--- src/rtl/pattern_pkg.sv ---
// Shared definitions for the 101 serial pattern transmitter and its detector.
package pattern_pkg;

    // Transmitter FSM states
    typedef enum logic {
        IDLE,
        SHIFT
    } state_t;

    // Pattern being detected, oldest bit in the MSB
    localparam int                 PAT_LEN = 3;
    localparam logic [PAT_LEN-1:0] PATTERN = 3'b101;

endpackage

--- src/rtl/pattern_golden_model.sv ---
// Golden Moore-style 101 detector watching the transmitted bit stream.
// It keeps a short history of emitted bits, raises expect_y the cycle after
// a pattern completes, and counts overlapping matches with saturation.
module pattern_golden_model
    import pattern_pkg::*;
#(
    parameter int CNT_W = 8
) (
    input  logic             clk,
    input  logic             rst_n,
    input  logic             tx_bit,
    output logic             expect_y,
    output logic [CNT_W-1:0] match_cnt
);

    logic [PAT_LEN-2:0] hist_q;
    logic [PAT_LEN-2:0] hist_d;
    logic               expect_y_q;
    logic [CNT_W-1:0]   match_cnt_q;
    logic [CNT_W-1:0]   match_cnt_d;
    logic [PAT_LEN-1:0] window;
    logic               hit;

    // Compare the history plus the current bit against the pattern, shift the history, bump the count
    always_comb begin
        window      = {hist_q, tx_bit};
        hit         = (window == PATTERN);
        hist_d      = window[PAT_LEN-2:0];
        match_cnt_d = match_cnt_q;
        if (hit && (match_cnt_q != {CNT_W{1'b1}})) begin
            match_cnt_d = match_cnt_q + CNT_W'(1);
        end
    end

    // History shifts every cycle, idle zeros included, so gaps break patterns as a real detector sees them
    always_ff @(posedge clk or negedge rst_n) begin
        if (!rst_n) begin
            hist_q      <= '0;
            expect_y_q  <= 1'b0;
            match_cnt_q <= '0;
        end else begin
            hist_q      <= hist_d;
            expect_y_q  <= hit;
            match_cnt_q <= match_cnt_d;
        end
    end

    assign expect_y  = expect_y_q;
    assign match_cnt = match_cnt_q;

endmodule

--- src/rtl/serial_pattern_tx.sv ---
// Serial transmitter: accepts parallel words on a valid/ready handshake and
// shifts them out MSB first, one bit per clock, with gapless back-to-back
// streaming. A golden 101 detector runs alongside on the emitted stream.
module serial_pattern_tx
    import pattern_pkg::*;
#(
    parameter int WIDTH = 8,
    parameter int CNT_W = 8
) (
    input  logic             clk,
    input  logic             rst_n,
    input  logic             in_valid,
    input  logic [WIDTH-1:0] in_data,
    output logic             in_ready,
    output logic             tx_bit,
    output logic             tx_active,
    output logic             frame_done,
    output logic             expect_y,
    output logic [CNT_W-1:0] match_cnt
);

    localparam int             BCW      = $clog2(WIDTH);
    localparam logic [BCW-1:0] LAST_BIT = BCW'(WIDTH - 1);

    state_t           state_q;
    state_t           state_d;
    logic [WIDTH-1:0] shreg_q;
    logic [WIDTH-1:0] shreg_d;
    logic [BCW-1:0]   bit_cnt_q;
    logic [BCW-1:0]   bit_cnt_d;
    logic             last_bit;
    logic             accept;

    // All outputs decode from flops only. The shift register drains to zero after
    // the LSB, so its MSB is 0 whenever the FSM sits in IDLE.
    assign last_bit   = (state_q == SHIFT) && (bit_cnt_q == LAST_BIT);
    assign in_ready   = (state_q == IDLE) || last_bit;
    assign accept     = in_valid && in_ready;
    assign tx_bit     = shreg_q[WIDTH-1];
    assign tx_active  = (state_q == SHIFT);
    assign frame_done = last_bit;

    // Next-state logic: shift while in a frame, leave after the LSB, and let an accept override for a fresh load
    always_comb begin
        state_d   = state_q;
        shreg_d   = shreg_q;
        bit_cnt_d = bit_cnt_q;
        case (state_q)
            IDLE: begin
                bit_cnt_d = '0;
            end
            SHIFT: begin
                shreg_d   = shreg_q << 1;
                bit_cnt_d = bit_cnt_q + 1'b1;
                if (last_bit) begin
                    bit_cnt_d = '0;
                    state_d   = IDLE;
                end
            end
            default: begin
                state_d = IDLE;
            end
        endcase
        if (accept) begin
            state_d   = SHIFT;
            shreg_d   = in_data;
            bit_cnt_d = '0;
        end
    end

    // State, shift register and bit counter; reset discards any partial word
    always_ff @(posedge clk or negedge rst_n) begin
        if (!rst_n) begin
            state_q   <= IDLE;
            shreg_q   <= '0;
            bit_cnt_q <= '0;
        end else begin
            state_q   <= state_d;
            shreg_q   <= shreg_d;
            bit_cnt_q <= bit_cnt_d;
        end
    end

    pattern_golden_model #(
        .CNT_W(CNT_W)
    ) u_golden (
        .clk      (clk),
        .rst_n    (rst_n),
        .tx_bit   (tx_bit),
        .expect_y (expect_y),
        .match_cnt(match_cnt)
    );

endmodule
--- config.mk ---
export PLATFORM = sky130hd
export DESIGN_NAME = serial_pattern_tx
export DESIGN_NICKNAME = d
export VERILOG_FILES = /design/src/rtl/pattern_pkg.sv /design/src/rtl/pattern_golden_model.sv /design/src/rtl/serial_pattern_tx.sv
export SDC_FILE = /design/constraint.sdc
export NUM_CORES = 1
export LEC_CHECK = 0
export ABC_AREA = 0
export CORE_MARGIN = 10
export CORE_UTILIZATION = 45
export CTS_CLUSTER_DIAMETER = 150
export CTS_CLUSTER_SIZE = 40
export DETAILED_ROUTE_END_ITERATION = 10
export DONT_BUFFER_PORTS = 1
export PLACE_DENSITY = 0.69
export SLEW_MARGIN = 25
export SYNTH_ARGS = -nofsm -noshare
export SYNTH_HDL_FRONTEND = slang
export SYNTH_SLANG_ARGS = --single-unit
export TNS_END_PERCENT = 20
--- constraint.sdc ---
create_clock -name clk -period 3.25 [get_ports clk]
set_clock_uncertainty 0.05 [all_clocks]
set_input_delay 0.4875 -clock clk [delete_from_list [all_inputs] [get_ports clk]]
set_output_delay 0.4875 -clock clk [all_outputs]
set_load 0.02 [all_outputs]
# Yosys cells after proc, flatten, opt, wreduce, memory -nomap -nowiden
# Index checks and enable logic that the tools add are counted.
# Widths: inputs -> output; s select.
# word_totals
word_cells	25
output_inout_bits	13
inputBits	11
regBits	23
# classes
n_mux	8
n_eq_ne	3
addsub	2
reduce_logical	5
n_bitwise	1
# op_table
operator	count
$mux 8	2
$add 8x1->8 const B	1
$ne 8x8->1 const B	1
$eq 3x3->1 const B	2
$mux 3	2
$pmux 3 s2	1
$add 3x1->3 const B	1
$logic_and 1x1->1	3
$mux 1	3
$reduce_bool 2->1	1
$logic_or 1x1->1	1
$not 1->1	1

# Logic depth before layout (Yosys ltp)
# depth
ltp_word	5
mapped_depth	7

# By module
# Synthesis repeated with hierarchy kept, for this count alone.
# hier_totals
cells_unflattened	93
hier_area_um2	1119.8
# by_module_without_submodules
module	area_per_inst_um2	cells_per_inst	instances
serial_pattern_tx	598.1	50	1
pattern_golden_model	521.8	43	1

# Worst setup path before layout
# Ideal clock, no wire load.
# synth_path
path_kind	register to output
start	register bit_cnt_q[0]
end	output port frame_done
path_buffers	1
required_ns	2.712
arrival_time_ns	1.099
slack_ns	1.614
stages_incl_launch_ff	5
cell_sequence	dfrtp_1 > ha_1 > ha_1 > buf_2 > and2_1
# synth_between
elab_chain_cells	2
# synth_lines
element	line	text
start, declared	serial_pattern_tx.sv:29	logic [BCW-1:0] bit_cnt_q;
start signal, assigned	serial_pattern_tx.sv:80	bit_cnt_q <= bit_cnt_d;
$eq 3x3->1	serial_pattern_tx.sv:36	assign last_bit = (state_q == SHIFT) && (bit_cnt_q == LAST_BIT);
$logic_and 1x1->1	serial_pattern_tx.sv:36	
end, declared	serial_pattern_tx.sv:17	output logic frame_done,
# No other way between the ends.

# Final worst setup path
# layout_path
start	register bit_cnt_q[0]
end	output port in_ready
# layout_between
elab_chain_cells	3
# layout_lines
element	line	text
$eq 3x3->1	serial_pattern_tx.sv:36	
$logic_and 1x1->1	serial_pattern_tx.sv:36	
$logic_or 1x1->1	serial_pattern_tx.sv:37	assign in_ready = (state_q == IDLE) || last_bit;
end, declared	serial_pattern_tx.sv:14	output logic in_ready,
# No other way between the ends.

==> results.json <==
{
  "path_buf_inv": 0,
  "arrival_ns": 1.56,
  "path_class": "reg2out",
  "dieArea_sq_um": 4770,
  "cts_sinks": 23,
  "rsz0062_at_grt": "no",
  "ys_ff_latch": 23,
  "dpl_worst_slack_ns": 1.49,
  "tightest_slew_ns": 0.548,
  "cap_viol_max_count": 0,
  "finalSetupViolations": 0,
  "drc": 0,
  "yosysWarnings": 0,
  "endpoint_kind": "primary output",
  "leakage_uw": 0.000539,
  "numCtsBuffers": 3,
  "nets": 124,
  "antenna_left": 0,
  "clk_pin_slew_worst_paths_ns": 0.14,
  "grt_pass1_wl_mm": 3.70,
  "relSlewSlack_pct": 63.4,
  "gp_congestion": 0.767,
  "cp_slowest_cell": "dfrtp_1",
  "cp_top_family": "adder cells",
  "vdd_drop_max_v": 0.000454,
  "n_antenna_cell": 0,
  "slew_violations": 0,
  "worst_slack_ns": 1.15,
  "io_pins": 24,
  "path_depth": 3,
  "synth_seq_area_share_pct": 53.1,
  "initial_core_util_pct": 48.1,
  "cts_setup_buffers": 0,
  "r2r_slack_ns": 1.51,
  "netlist_area_sq_um": 1080,
  "hpwlAfterDp_mm": 1.56,
  "synth_cell_types": 24,
  "grt_overflow": 0,
  "crit_top_cell": "ha_1",
  "clk_path_buf_depth": 2,
  "run_status": "complete, no violations",
  "std_cell_rows": 17,
  "drive_above_1_share_pct": 10.1,
  "start_kind": "register",
  "clockRootBuffer": "clkbuf_4",
  "core-area_sq_um": 2250,
  "area_growth_pct": 4.04,
  "netlist.area_leader.share_pct": 53.1,
  "timing.hold.ws_ns": 0.0541,
  "worstReg2RegStart": "u_golden.match_cnt[0]$_DFFE_PN0P_",
  "finalHoldViolCount": 0,
  "clk_latency_ns": 0.32,
  "yosysTopAreaCell": "dfrtp_1",
  "cp-endpoint": "in_ready",
  "min_path_type": "in2async",
  "wl_per_cell_um": 15.3,
  "worstPathCellList": "ha_1 > ha_1 > nand2b_1",
  "max_freq_mhz": 476,
  "cp_slowest_stage_delay_ns": 0.40,
  "die_w_um": 69.1,
  "grt_pass1_vias": 815,
  "synth_area_leaders": "dfrtp_1, a31oi_1, a21oi_1",
  "antenna_found_initial": 0,
  "grt_util_all_layers_pct": 9.00,
  "portBuffers": 0,
  "finalCriticalPeriod_ns": 2.10,
  "vias": 776,
  "first_pass_iters": 4,
  "cp_max_fo": 11,
  "worstPathRequired_ns": 2.71,
  "cts_htree_levels": 1,
  "vias_per_cell": 5.66,
  "routed_wirelength_mm": 2.09,
  "setup_tns_ns": 0,
  "drt_iter0_drc": 80,
  "fin_crit_sh_pct": 64.6,
  "regToRegEndpoint": "u_golden.match_cnt[6]$_DFFE_PN0P_",
  "syn_nets": 123,
  "avgSynthCellArea_sq_um": 9.95,
  "powerDensity_nw_per_um2": 861,
  "reg2regPathDepth": 5,
  "synthCells": 109,
  "crit_start": "bit_cnt_q[0]$_DFF_PN0_",
  "fp.dieH_um": 69.1,
  "cts_tree": "done",
  "grt_max_degree": 26
}
[stage by stage]
| step | util, % | cells | cell area [sq um] | power [uW] |
|---|---|---|---|---|
| after floorplan | - | 109 | 1080 | 775 |
| after detailed placement | 48.6 | 132 | 1100 | 845 |
| after global placement | 48.6 | 132 | 1100 | 820 |
| after CTS | 50.3 | 137 | 1130 | 983 |
| final | 50.1 | 137 | 1130 | 971 |
| after global routing | 50.1 | 137 | 1130 | 1050 |
[layer usage]
layer,global-route usage [%],part of all wire [%],vias up,wire length [um]
li1,-,-,376,-
met1,9.84,40,364,842
met2,13.7,46,34,953
met3,6.42,14,2,284
met4,2.22,0.57,0,12
met5,0,0,-,0
[worst register-to-register path: cells and delay by family, from the launching register on]
family	cells	cell delay, ns
DFF	1	0.54
and+or+nand+nor	3	0.44
muxes	1	0.33
adders and majority gates	1	0.28
[state kept, by name, indices dropped and copies added (netlist names)]
signal	cells
shreg_q	8
u_golden.match_cnt	8
bit_cnt_q	3
u_golden.hist_q	2
tx_active	1
u_golden.expect_y	1
[cells in the mapped netlist, drive strengths merged]
master and instances:
a21oi 9, a31oi 8, and2 1, and3 2, and4 1, buf 4
clkbuf 1, dfrtp 23, ha 3, inv 10, mux2 3, mux2i 2
nand2 7, nand2b 3, nand3 5, nand3b 1, nor2 12, nor3 1
o211ai 1, o21a 2, o21ai 2, o22ai 7, xnor2 1
[cell type report]
type | count | area (sq um)
sequential | 23 | 576
tap | 28 | 35.0
clock inverter | 1 | 5.00
fill | 228 | 1130
clock buffer | 3 | 22.5
multi-input combinational | 71 | 448
inverter | 10 | 37.5
timing repair buffer | 1 | 5.00
[power breakdown]
part	total (uW)	internal [uW]	switching, uW
registers	550	396	154
clock network	135	46.1	89.4
logic	286	135	151
[cells by family (layout without fill, tap and decap cells)]
logic type      count (synthesis)  after routing  share of synthesized area, %
mux                             5              5                          4.96
simple gates                   33             33                          15.9
buf+inv                        15             15                          5.65
flops                          23             23                          53.1
compound gates                 29             29                          16.1
fa+ha+maj                       3              3                          3.46
xor+xnor                        1              1                         0.808
[repair_timing]
action | in CTS | in global routing
endpoints found under the hold margin | 23 | 0
hold buffers | 1 | 0
resized for setup | 0 | 0
[how the worst min path moves through the flow]
stage	start	endpoint	cells after the start
final	rst_n	u_golden.expect_y$_DFF_PN0_	1
after global routing	rst_n	u_golden.expect_y$_DFF_PN0_	1
after CTS	in_valid	shreg_q[2]$_DFFE_PN0P_	1
after detailed placement	rst_n	u_golden.expect_y$_DFF_PN0_	0
after global placement	rst_n	u_golden.match_cnt[0]$_DFFE_PN0P_	0
after floorplan	rst_n	bit_cnt_q[0]$_DFF_PN0_	0
[cells in the final DEF (no fill, tap or decap)]
cell type	n
mux2_2	3
a31oi_1	8
buf_2	1
nand2_1	7
and2_1	1
o21ai_2	1
nor3_2	1
inv_1	10
nand3b_4	1
o211ai_1	1
xnor2_1	1
clkinv_2	1
nand2b_1	3
mux2i_1	2
ha_1	3
o21a_1	2
nand3_1	5
o22ai_1	7
clkbuf_4	3
a21oi_1	9
o21ai_0	1
dfrtp_1	23
and3_1	2
and4_1	1
nor2_1	12
(Power assumes the default switching activity.)
